File: src/rtl/uart_tx_arbiter.sv
// Two-requester burst-locked arbiter in front of the UART TX FIFO write port.
// Define ARB_FIXED_PRIO_EN for fixed priority (requester 0 wins ties).
module uart_tx_arbiter #(
  parameter int DB        = 8,
  parameter int MAX_BURST = 16
) (
  input  logic          clk,
  input  logic          rst_n,
  input  logic          req0,
  input  logic [DB-1:0] data0,
  input  logic          last0,
  output logic          ack0,
  input  logic          req1,
  input  logic [DB-1:0] data1,
  input  logic          last1,
  output logic          ack1,
  input  logic          fifo_full,
  output logic          fifo_wr,
  output logic [DB-1:0] fifo_wdata,
  output logic [1:0]    grant,
  output logic          busy
);

  localparam int CW = $clog2(MAX_BURST + 1);
  localparam logic [CW-1:0] MAXC = CW'(MAX_BURST);

  typedef enum logic [1:0] {
    IDLE,
    XFER,
    RELEASE
  } state_t;

  state_t        state_q, state_d;
  logic [1:0]    grant_q, grant_d;
  logic [CW-1:0] cnt_q, cnt_d;
  logic [CW-1:0] cnt_inc;
  logic          in_xfer;
  logic          req_sel;
  logic          last_sel;
  logic          tie1;

`ifdef ARB_FIXED_PRIO_EN
  assign tie1 = 1'b0;
`else
  logic rr_q, rr_d;
  assign tie1 = rr_q;
`endif

  assign in_xfer  = (state_q == XFER);
  assign req_sel  = |(grant_q & {req1, req0});
  assign last_sel = |(grant_q & {last1, last0});
  assign cnt_inc  = cnt_q + CW'(1);

  always_comb begin
    ack0    = in_xfer & grant_q[0] & req0 & ~fifo_full;
    ack1    = in_xfer & grant_q[1] & req1 & ~fifo_full;
    fifo_wr = ack0 | ack1;
    grant   = grant_q;
    busy    = (state_q != IDLE);
    unique case (1'b1)
      grant_q[0]: fifo_wdata = data0;
      grant_q[1]: fifo_wdata = data1;
      default:    fifo_wdata = '0;
    endcase
  end

  always_comb begin
    state_d = state_q;
    grant_d = grant_q;
    cnt_d   = cnt_q;
`ifndef ARB_FIXED_PRIO_EN
    rr_d    = rr_q;
`endif
    unique case (state_q)
      IDLE: begin
        if (req0 | req1) begin
          if (req0 & (~req1 | ~tie1)) begin
            grant_d = 2'b01;
          end else begin
            grant_d = 2'b10;
          end
          cnt_d   = '0;
          state_d = XFER;
        end
      end
      XFER: begin
        if (!req_sel) begin
          grant_d = 2'b00;
          state_d = RELEASE;
`ifndef ARB_FIXED_PRIO_EN
          rr_d    = grant_q[0];
`endif
        end else if (fifo_wr) begin
          cnt_d = cnt_inc;
          // last byte or burst limit both close the grant
          if (last_sel || cnt_inc == MAXC) begin
            grant_d = 2'b00;
            state_d = RELEASE;
`ifndef ARB_FIXED_PRIO_EN
            rr_d    = grant_q[0];
`endif
          end
        end
      end
      RELEASE: begin
        grant_d = 2'b00;
        state_d = IDLE;
      end
      default: begin
        grant_d = 2'b00;
        state_d = IDLE;
      end
    endcase
  end

  always_ff @(posedge clk or negedge rst_n) begin
    if (!rst_n) begin
      state_q <= IDLE;
      grant_q <= 2'b00;
      cnt_q   <= '0;
`ifndef ARB_FIXED_PRIO_EN
      rr_q    <= 1'b0;
`endif
    end else begin
      state_q <= state_d;
      grant_q <= grant_d;
      cnt_q   <= cnt_d;
`ifndef ARB_FIXED_PRIO_EN
      rr_q    <= rr_d;
`endif
    end
  end

endmodule

File: config.mk
export PLATFORM = sky130hd
export DESIGN_NAME = uart_tx_arbiter
export DESIGN_NICKNAME = d
export VERILOG_FILES = /design/src/rtl/uart_tx_arbiter.sv
export SDC_FILE = /design/constraint.sdc
export NUM_CORES = 1
export LEC_CHECK = 0
export BUFFER_PORTS_ARGS = -buffer_cell sky130_fd_sc_hd__buf_2
export CAP_MARGIN = 10
export CELL_PAD_IN_SITES_DETAIL_PLACEMENT = 1
export CELL_PAD_IN_SITES_GLOBAL_PLACEMENT = 1
export CORE_MARGIN = 4
export CORE_UTILIZATION = 30
export CTS_CLUSTER_SIZE = 24
export DETAILED_ROUTE_END_ITERATION = 7
export PLACE_DENSITY_LB_ADDON = 0.1
export SYNTH_ARGS = -nofsm -noshare
export SYNTH_HDL_FRONTEND = slang
export SYNTH_SLANG_ARGS = --single-unit
export TNS_END_PERCENT = 30
File: constraint.sdc
create_clock -name clk -period 1.9 [get_ports clk]
set_input_delay 0.57 -clock clk [delete_from_list [all_inputs] [get_ports clk]]
set_output_delay 0.57 -clock clk [all_outputs]
set_load 0.005 [all_outputs]
### Word-level counts from Yosys, hierarchy flattened

Cells that the tools add are included.
W data, S select, Z words.

* register bits: 10
* word-level logic and storage cells: 57
* output and inout bits: 14
* bits of input ports: 23

* multiplexer cells: 19
* reduce and logical (&&, ||, !) cells: 9
* bitwise gates (word level): 15
* $add $sub $neg: 1
* equality and inequality tests: 9

Operators by type and width (number)
* $mux W2: 9
* $pmux W8 S2: 1
* $mux W5: 3
* $pmux W5 S2: 1
* $pmux W2 S2: 2
* $and A1 B1 Y1: 7
* $ne A2 B2 Y1 const B: 3
* $reduce_and A3 Y1: 2
* $add A5 B1 Y5 const B: 1
* $eq A5 B5 Y1 const B: 1
* $and A2 B2 Y2: 2
* $ne A2 B1 Y1 const B: 2
* $reduce_and A4 Y1: 1
* $reduce_bool A2 Y1: 2
* $reduce_or A2 Y1: 2
* $mux W1: 3
* $ne A3 B2 Y1 const B: 1
* $ne A3 B3 Y1 const B: 1
* $not A1 Y1: 3
* $or A1 B1 Y1: 3
* $eq A2 B1 Y1 const B: 1
* $logic_not A2 Y1: 1
* $logic_or A1 B1 Y1: 1

### Logic depth before layout (Yosys ltp)

Gate-level depths: netlist of run 1.

* word-level depth: 8
* depth in mapped cells: 6
* gate-level depth less buffers: 5

### Worst setup path after synthesis of run 1

No wires, ideal clock.

* kind: input to output
* start point: input fifo_full
* end point: output fifo_wr
* data arrival time: 1.135 ns
* cell stages on the path: 2
* path slack: 0.195 ns
* required time: 1.330 ns
* cell sequence: or3b_4 nor2_8

* cells in the longest elaborated chain, start to end: 3
* elaborated cells between the ends (all ways): 4
* those cells by class: bitwise: 4

RTL lines
* from (decl): RTL line 17 `input logic fifo_full,`
* $not A1 Y1 *: RTL line 55, 56
* $and A1 B1 Y1 (on tied branches): RTL line 55, 56
* $or A1 B1 Y1 *: RTL line 57 `fifo_wr = ack0 | ack1;`
* to (decl): RTL line 18 `output logic fifo_wr,`

Mark *: on every way between the ends. The rest lies on a longest branch, timed or not.

### Worst setup path after layout of run 1

* start point: input fifo_full
* end point: output ack1

* cells in the longest elaborated chain, start to end: 2

RTL lines
* $not A1 Y1: RTL line 56 `ack1 = in_xfer & grant_q[1] & req1 & ~fifo_full;`
* $and A1 B1 Y1: RTL line 56
* to (decl): RTL line 16 `output logic ack1,`

Every way passes these cells.

==> results_dict.tcl, run 1 <==
set metrics [dict create \
    ys_seq_elements 10 \
    area_growth_pct 45.0 \
    cts_max_level 1 \
    clkTransAtPathRegs_ns 0.06 \
    nets 142 \
    drcViolationCount 0 \
    worst_slew_pin_slew_ns 0.328 \
    synthDistinctLibCells 31 \
    synth_top_cell_by_area "dfrtp_1" \
    finalSetupTns_ns 0 \
    cts_hold_buf 0 \
    initial_utilization_pct 33.1 \
    peakVddDrop_mv 0.506 \
    synthCells 71 \
    max_stage_delay_ns 0.44 \
    r2r-start "cnt_q[0]$_DFFE_PN0P_" \
    p_per_area_mw_per_mm2 1180 \
    cp_slowest_cell "or3b_4" \
    viasPerCell 4.94 \
    grt_pass1_vias 745 \
    overflow 0 \
    cts_buffers 3 \
    setup_ws_ns 0.000188 \
    drv_slew 0 \
    grt_usage_pct 14.6 \
    cts_tree "yes" \
    antenna_left 0 \
    ys_async_sr_fraction_pct 100 \
    cap_viol_max_count 0 \
    portBuffers 36 \
    timing.rr.end "rr_q$_DFFE_PN0P_" \
    hold_violations 0 \
    die_x_um 55.5 \
    synthTopCellsByArea "dfrtp_1 37%, a22o_1 14%, o21ai_0 3.7%" \
    fin_crit_sh_pct 100 \
    grt_max_degree 12 \
    drive_gt1_share_pct 49.1 \
    p_leak_uw 0.000519 \
    synth_flop_cell "dfrtp_1" \
    critical_path_required_ns 1.33 \
    startpoint "fifo_full" \
    die_h_um 55.5 \
    arrival_ns 1.33 \
    synth_nets 95 \
    drt_iter0_drc 3 \
    dpl.hpwl_um 1770 \
    gp_congestion 0.725 \
    dp_worst_setup_slack_ns -0.0302 \
    grt_pass1_wl_um 3550 \
    dr.pass1.iters 3 \
    rsz0062_at_grt "yes" \
    grt_antenna_before_repair 0 \
    yosysWarnings 0 \
    hold_path.class "in -> async" \
    wl_um 2090 \
    setup_viol 0 \
    cp-end-kind "output port" \
    core_region_area_mm2 0.00204 \
    avgSynthCellArea_um2 9.52 \
    yosysMostFrequentCell "a22o_1" \
    die_area_mm2 0.00308 \
    wl_per_cell_um 14.6 \
    fin_crit_ns 1.90 \
    slew_headroom_pct 78.0 \
    insertion_delay_ns 0.26 \
    num_antenna_cells 0 \
    clock-sinks 10 \
    synth_seq_area_share_pct 37.0 \
    r2r_setup_slack_ns 0.19 \
    netlist_area_um2 676 \
    clock.fmax_mhz 526 \
    num_vias 707 \
    finalClockSkew_ns 0.00192 \
    worstSetupStartpointType "input port" \
    rr_worst_depth 5 \
    synth_top_area_share_pct 37.0 \
    std_cell_rows 16 \
    critical_path_class "in -> out" \
    crit_path_max_fanout 4 \
    ys_top_cells_by_count "11 x a22o_1, 10 x dfrtp_1, 6 x nor2_1" \
    status "finished clean" \
    clockBufferDepth 2 \
    io_pins 37 \
    synth-edff-count 0 \
    cp_cell_sequence "buf_6 > or3b_4 > nor2_1 > buf_2" \
    root_buffer "clkbuf_4" \
]
## logic make-up after synthesis
group	after synthesis	synth area share [%]
mux	3	5.55
compound gates	30	33.0
buf+inv	8	5.00
fa+ha+maj	1	1.85
flops	10	37.0
xor+xnor	1	1.30
simple gates	18	16.3
## metal layers
layer | track usage (%) | wire length [um] | vias to the layer above
met2 | 23.1 | 1020 | 11
met5 | 0 | 0 | -
li1 | - | - | 358
met4 | 3.13 | 7 | 0
met3 | 5.83 | 90 | 2
met1 | 18.7 | 974 | 336
## worst max-delay path by stage
| stage | to | slack, ns |
|---|---|---|
| after floorplan | fifo_wr | 0.20 |
| after global placement | fifo_wr | -0.02 |
| after detailed placement | fifo_wr | -0.03 |
| after CTS | ack1 | -0.002 |
| after global routing | ack1 | -0.05 |
| final | ack1 | 0.0002 |
## what timing repair did
action | CTS | global route
pin swaps | 4 | 0
endpoints found under the hold margin | 0 | 0
resized for setup | 1 | 2
setup buffers | 3 | 0
endpoints found under the setup margin | 3 | 4
## worst max-delay path, delay by kind of cell
kind / cells / cell delay (ns)
buf+inv: 2 / 0.21
simple gates: 2 / 0.55
## layout make-up
cell class | count | area [um2]
Tap cell | 27 | 33.8
Clock buffer | 3 | 22.5
Fill cell | 272 | 1060
Multi-Input combinational cell | 53 | 394
Sequential cell | 10 | 250
Timing Repair Buffer | 45 | 260
Inverter | 5 | 18.8
## power by group
group | total [uW] | internal, uW | switching, uW
Clock | 137 | 72.7 | 64.4
Combinational | 697 | 358 | 338
Sequential | 325 | 267 | 58.1
Total | 1160 | 698 | 461
## metrics by stage
stage                     utilization [%]  cell area [um2]  std cells  total power [uW]  hold slack [ns]
after floorplan                         -              676         71               720            0.274
after global placement               45.0              920        137               981            0.444
after detailed placement             45.0              920        137              1000            0.443
after CTS                            47.5              971        143              1170            0.160
after global routing                 48.0              980        143              1270            0.159
final                                48.0              980        143              1160            0.161
## flip-flops by register name, indices dropped and copies added, names as in the netlist
signal	count
rr_q	1
grant	2
cnt_q	5
state_q	2
## placed cells by master, fill, tap and decap left out, drive strengths merged
cell type / synthesis / routed
nand4b: 1 / 1
nand2: 3 / 3
inv: 5 / 5
a22o: 13 / 13
clkbuf: 2 / 3
xnor2: 1 / 1
or2b: 1 / 1
a21boi: 1 / 1
mux2: 3 / 3
nor2: 7 / 7
and2: 1 / 1
dfrtp: 10 / 10
nor3: 1 / 1
a21oi: 2 / 2
o31ai: 1 / 1
o22ai: 1 / 1
or3b: 1 / 1
buf: 1 / 45
o21a: 1 / 1
ha: 1 / 1
o21ai: 7 / 7
nand4: 1 / 1
a31oi: 1 / 1
a22oi: 3 / 3
nand2b: 1 / 1
nand3: 1 / 1
Note: power is estimated with default switching activity, not from simulation.
==> run 2, diff against run 1 <==
--- a/config.mk
+++ b/config.mk
@@ -5,12 +5,13 @@
 export SDC_FILE = /design/constraint.sdc
 export NUM_CORES = 1
 export LEC_CHECK = 0
+export ABC_AREA = 1
 export BUFFER_PORTS_ARGS = -buffer_cell sky130_fd_sc_hd__buf_2
 export CAP_MARGIN = 10
 export CELL_PAD_IN_SITES_DETAIL_PLACEMENT = 1
 export CELL_PAD_IN_SITES_GLOBAL_PLACEMENT = 1
 export CORE_MARGIN = 4
-export CORE_UTILIZATION = 30
+export CORE_UTILIZATION = 29
 export CTS_CLUSTER_SIZE = 24
 export DETAILED_ROUTE_END_ITERATION = 7
 export PLACE_DENSITY_LB_ADDON = 0.1
==> run 2 against run 1 <==
  * Register-to-register slack better by 0.21 ns
  * Highest routed layer unchanged
  * Critical endpoint unchanged
  * Clock power increased by 39%
  * Clock skew down 0.0012 ns
  * Critical path type is now reg -> out
  * Via count up 15%
  * Fmax is 1.6% higher
  * Utilization fell by 2.7 points
  * Combinational power rose by 3.9%
==> results_dict.tcl, run 2 <==
set metrics [dict create \
    status "finished clean" \
    grt_pass1_vias 825 \
    drv_slew 0 \
    hold_violations 0 \
    rsz0062_at_grt "yes" \
    wl_um 2140 \
    io_pins 37 \
    die_area_mm2 0.00325 \
    grt_antenna_before_repair 0 \
    clkPwrFrac_pct 15.7 \
    avgSynthCellArea_um2 7.17 \
    critPathBufInv 3 \
    grt_pass1_wl_um 3530 \
    gp_congestion 0.774 \
    arrival_ns 1.30 \
    seq_power_share_pct 24.7 \
    rr_worst_depth 9 \
    ys_seq_elements 10 \
    num_vias 812 \
    clock-sinks 10 \
    seqCellArea_um2 250 \
    finalClockSkew_ns 0.000738 \
    area_growth_pct 46.8 \
    synth-edff-count 0 \
    die_h_um 57.0 \
    yosysMostFrequentCell "nand2_1" \
    die_x_um 57.0 \
    cts_max_level 1 \
    cp-end-kind "output port" \
    nets 169 \
    mostFrequentLayoutCells "36 x buf_2, 33 x nand2_1, 10 x dfrtp_1" \
    internal-power_uw 705 \
    synth_flop_cell "dfrtp_1" \
    crit_cells 6 \
    cts_buffers 3 \
    synth_top_area_share_pct 36.0 \
    multi_input_area_um2 395 \
    clkTransAtPathRegs_ns 0.07 \
    grt_usage_pct 13.7 \
    p_sw_share_pct 41.9 \
    max_stage_delay_ns 0.41 \
    drt_iter0_drc 4 \
    insertion_delay_ns 0.26 \
    worstSetupStartpointType "flip-flop" \
    fillCellCount 308 \
    synth_top_cell_by_area "dfrtp_1" \
    cts_tree "yes" \
    dr.pass1.iters 4 \
    yosysWarnings 0 \
    core_region_area_mm2 0.00225 \
    netlist_area_um2 696 \
    drive_gt1_share_pct 45.8 \
    cp_slowest_cell "dfrtp_1" \
    ys_async_sr_fraction_pct 100 \
    synthCells 97 \
    worst_slew_pin_slew_ns 0.250 \
    ys_top_cells_by_count "33 x nand2_1, 11 x inv_1, 10 x dfrtp_1" \
    post-route-util_pct 45.3 \
    overflow 0 \
    peakVddDrop_mv 0.490 \
    top_register "cnt_q" \
    antenna_left 0 \
    synth_seq_area_share_pct 36.0 \
    clockBufferDepth 2 \
    power.switching_uw 508 \
    synth_nets 121 \
    finalSetupTns_ns 0 \
    fin_crit_sh_pct 98.5 \
    fin_crit_ns 1.87 \
    critical_path_class "reg -> out" \
    grt_max_degree 13 \
    synthTopCellsByArea "dfrtp_1 36%, nand2_1 18%, a22o_1 11%" \
    cp_top_family "flip-flops" \
    largest_reg_flops 5 \
    initial_utilization_pct 30.9 \
    final_common_cell "buf_2" \
    portBuffers 36 \
    synthDistinctLibCells 22 \
    dpl.hpwl_um 1720 \
    viasPerCell 4.72 \
    combinationalPowerShare_pct 59.6 \
    cap_viol_max_count 0 \
    num_antenna_cells 0 \
    std_cell_rows 17 \
    drcViolationCount 0 \
    clock.fmax_mhz 535 \
    critical_path_required_ns 1.33 \
    p_leak_uw 0.000595 \
    hold_path.class "in -> async" \
    wl_per_cell_um 12.5 \
    setup_viol 0 \
    p_per_area_mw_per_mm2 1190 \
    root_buffer "clkbuf_4" \
    crit_path_max_fanout 3 \
    cp_cell_sequence "nor2_4 > inv_2 > nor2_4 > inv_2 > nor3_2 > buf_2" \
    slew_headroom_pct 83.3 \
]
-- run 2: changes by cell type in the layout (fill, tap and decap cells not counted), sizes merged, moves of 4 or more --
cell | previous run | this run
nand2 | 3 | 35
inv | 5 | 15
nand3 | 1 | 8
a22o | 13 | 9
-- run 2: worst paths after layout --
kind | start | slack, ns | to
max | state_q[1]$_DFFE_PN0P_ | 0.03 | ack1
min | rst_n | 0.16 | cnt_q[4]$_DFFE_PN0P_
max reg2reg | cnt_q[0]$_DFFE_PN0P_ | 0.40 | state_q[0]$_DFFE_PN0P_
min reg2reg | cnt_q[4]$_DFFE_PN0P_ | 0.53 | cnt_q[4]$_DFFE_PN0P_
max in group asynchronous | rst_n | 1.54 | cnt_q[3]$_DFFE_PN0P_
min in group clk | cnt_q[4]$_DFFE_PN0P_ | 0.53 | cnt_q[4]$_DFFE_PN0P_
-- run 2: per-stage QoR --
step | cells | worst slack, ns | hold slack (ns) | total power (uW) | cell area, um2
floorplan | 97 | 0.258 | 0.274 | 700 | 696
global placement | 164 | 0.0482 | 0.447 | 935 | 940
detailed placement | 164 | 0.0327 | 0.454 | 947 | 940
CTS | 170 | 0.0226 | 0.161 | 1190 | 1000
global route | 172 | -0.0765 | 0.154 | 1340 | 1020
finish | 172 | 0.0293 | 0.162 | 1210 | 1020
-- run 2: layer usage --
metal	global-route usage [%]	vias up	share of wire (%)
li1	-	408	-
met1	17.7	371	46
met2	22.3	31	47
met3	4.52	2	6.6
met4	2.98	0	0.51
met5	0	-	0
-- run 2: area by class of cell --
| cell class | count | area share (%) |
|---|---|---|
| multi-input combinational | 70 | 38.7 |
| clock buffer | 4 | 3.55 |
| tap | 28 | 3.43 |
| timing repair buffer | 45 | 24.3 |
| sequential | 10 | 24.5 |
| inverter | 15 | 5.51 |
-- run 2: kinds of logic after synthesis --
| group | after synthesis | synth area share [%] |
|---|---|---|
| AO/OA/AOI/OAI | 16 | 17.4 |
| adder cells (fa/ha/maj) | 1 | 1.80 |
| buffers and inverters | 17 | 9.35 |
| flip-flops | 10 | 36.0 |
| AND/OR/NAND/NOR | 53 | 35.4 |
-- run 2: what timing repair did --
action | in CTS | in global routing
pin swaps | 1 | 3
setup buffers | 2 | 2
hold buffers | 0 | 0
setup endpoints to repair | 3 | 3
resized for setup | 2 | 3
-- run 2: power groups by stage --
stage	clock [uW]	combinational [uW]	sequential, uW
2_1_floorplan	0	394	306
3_3_place_gp	0	629	306
3_5_place_dp	0	641	306
4_1_cts	201	694	300
5_1_grt	213	816	307
6_report	190	724	299
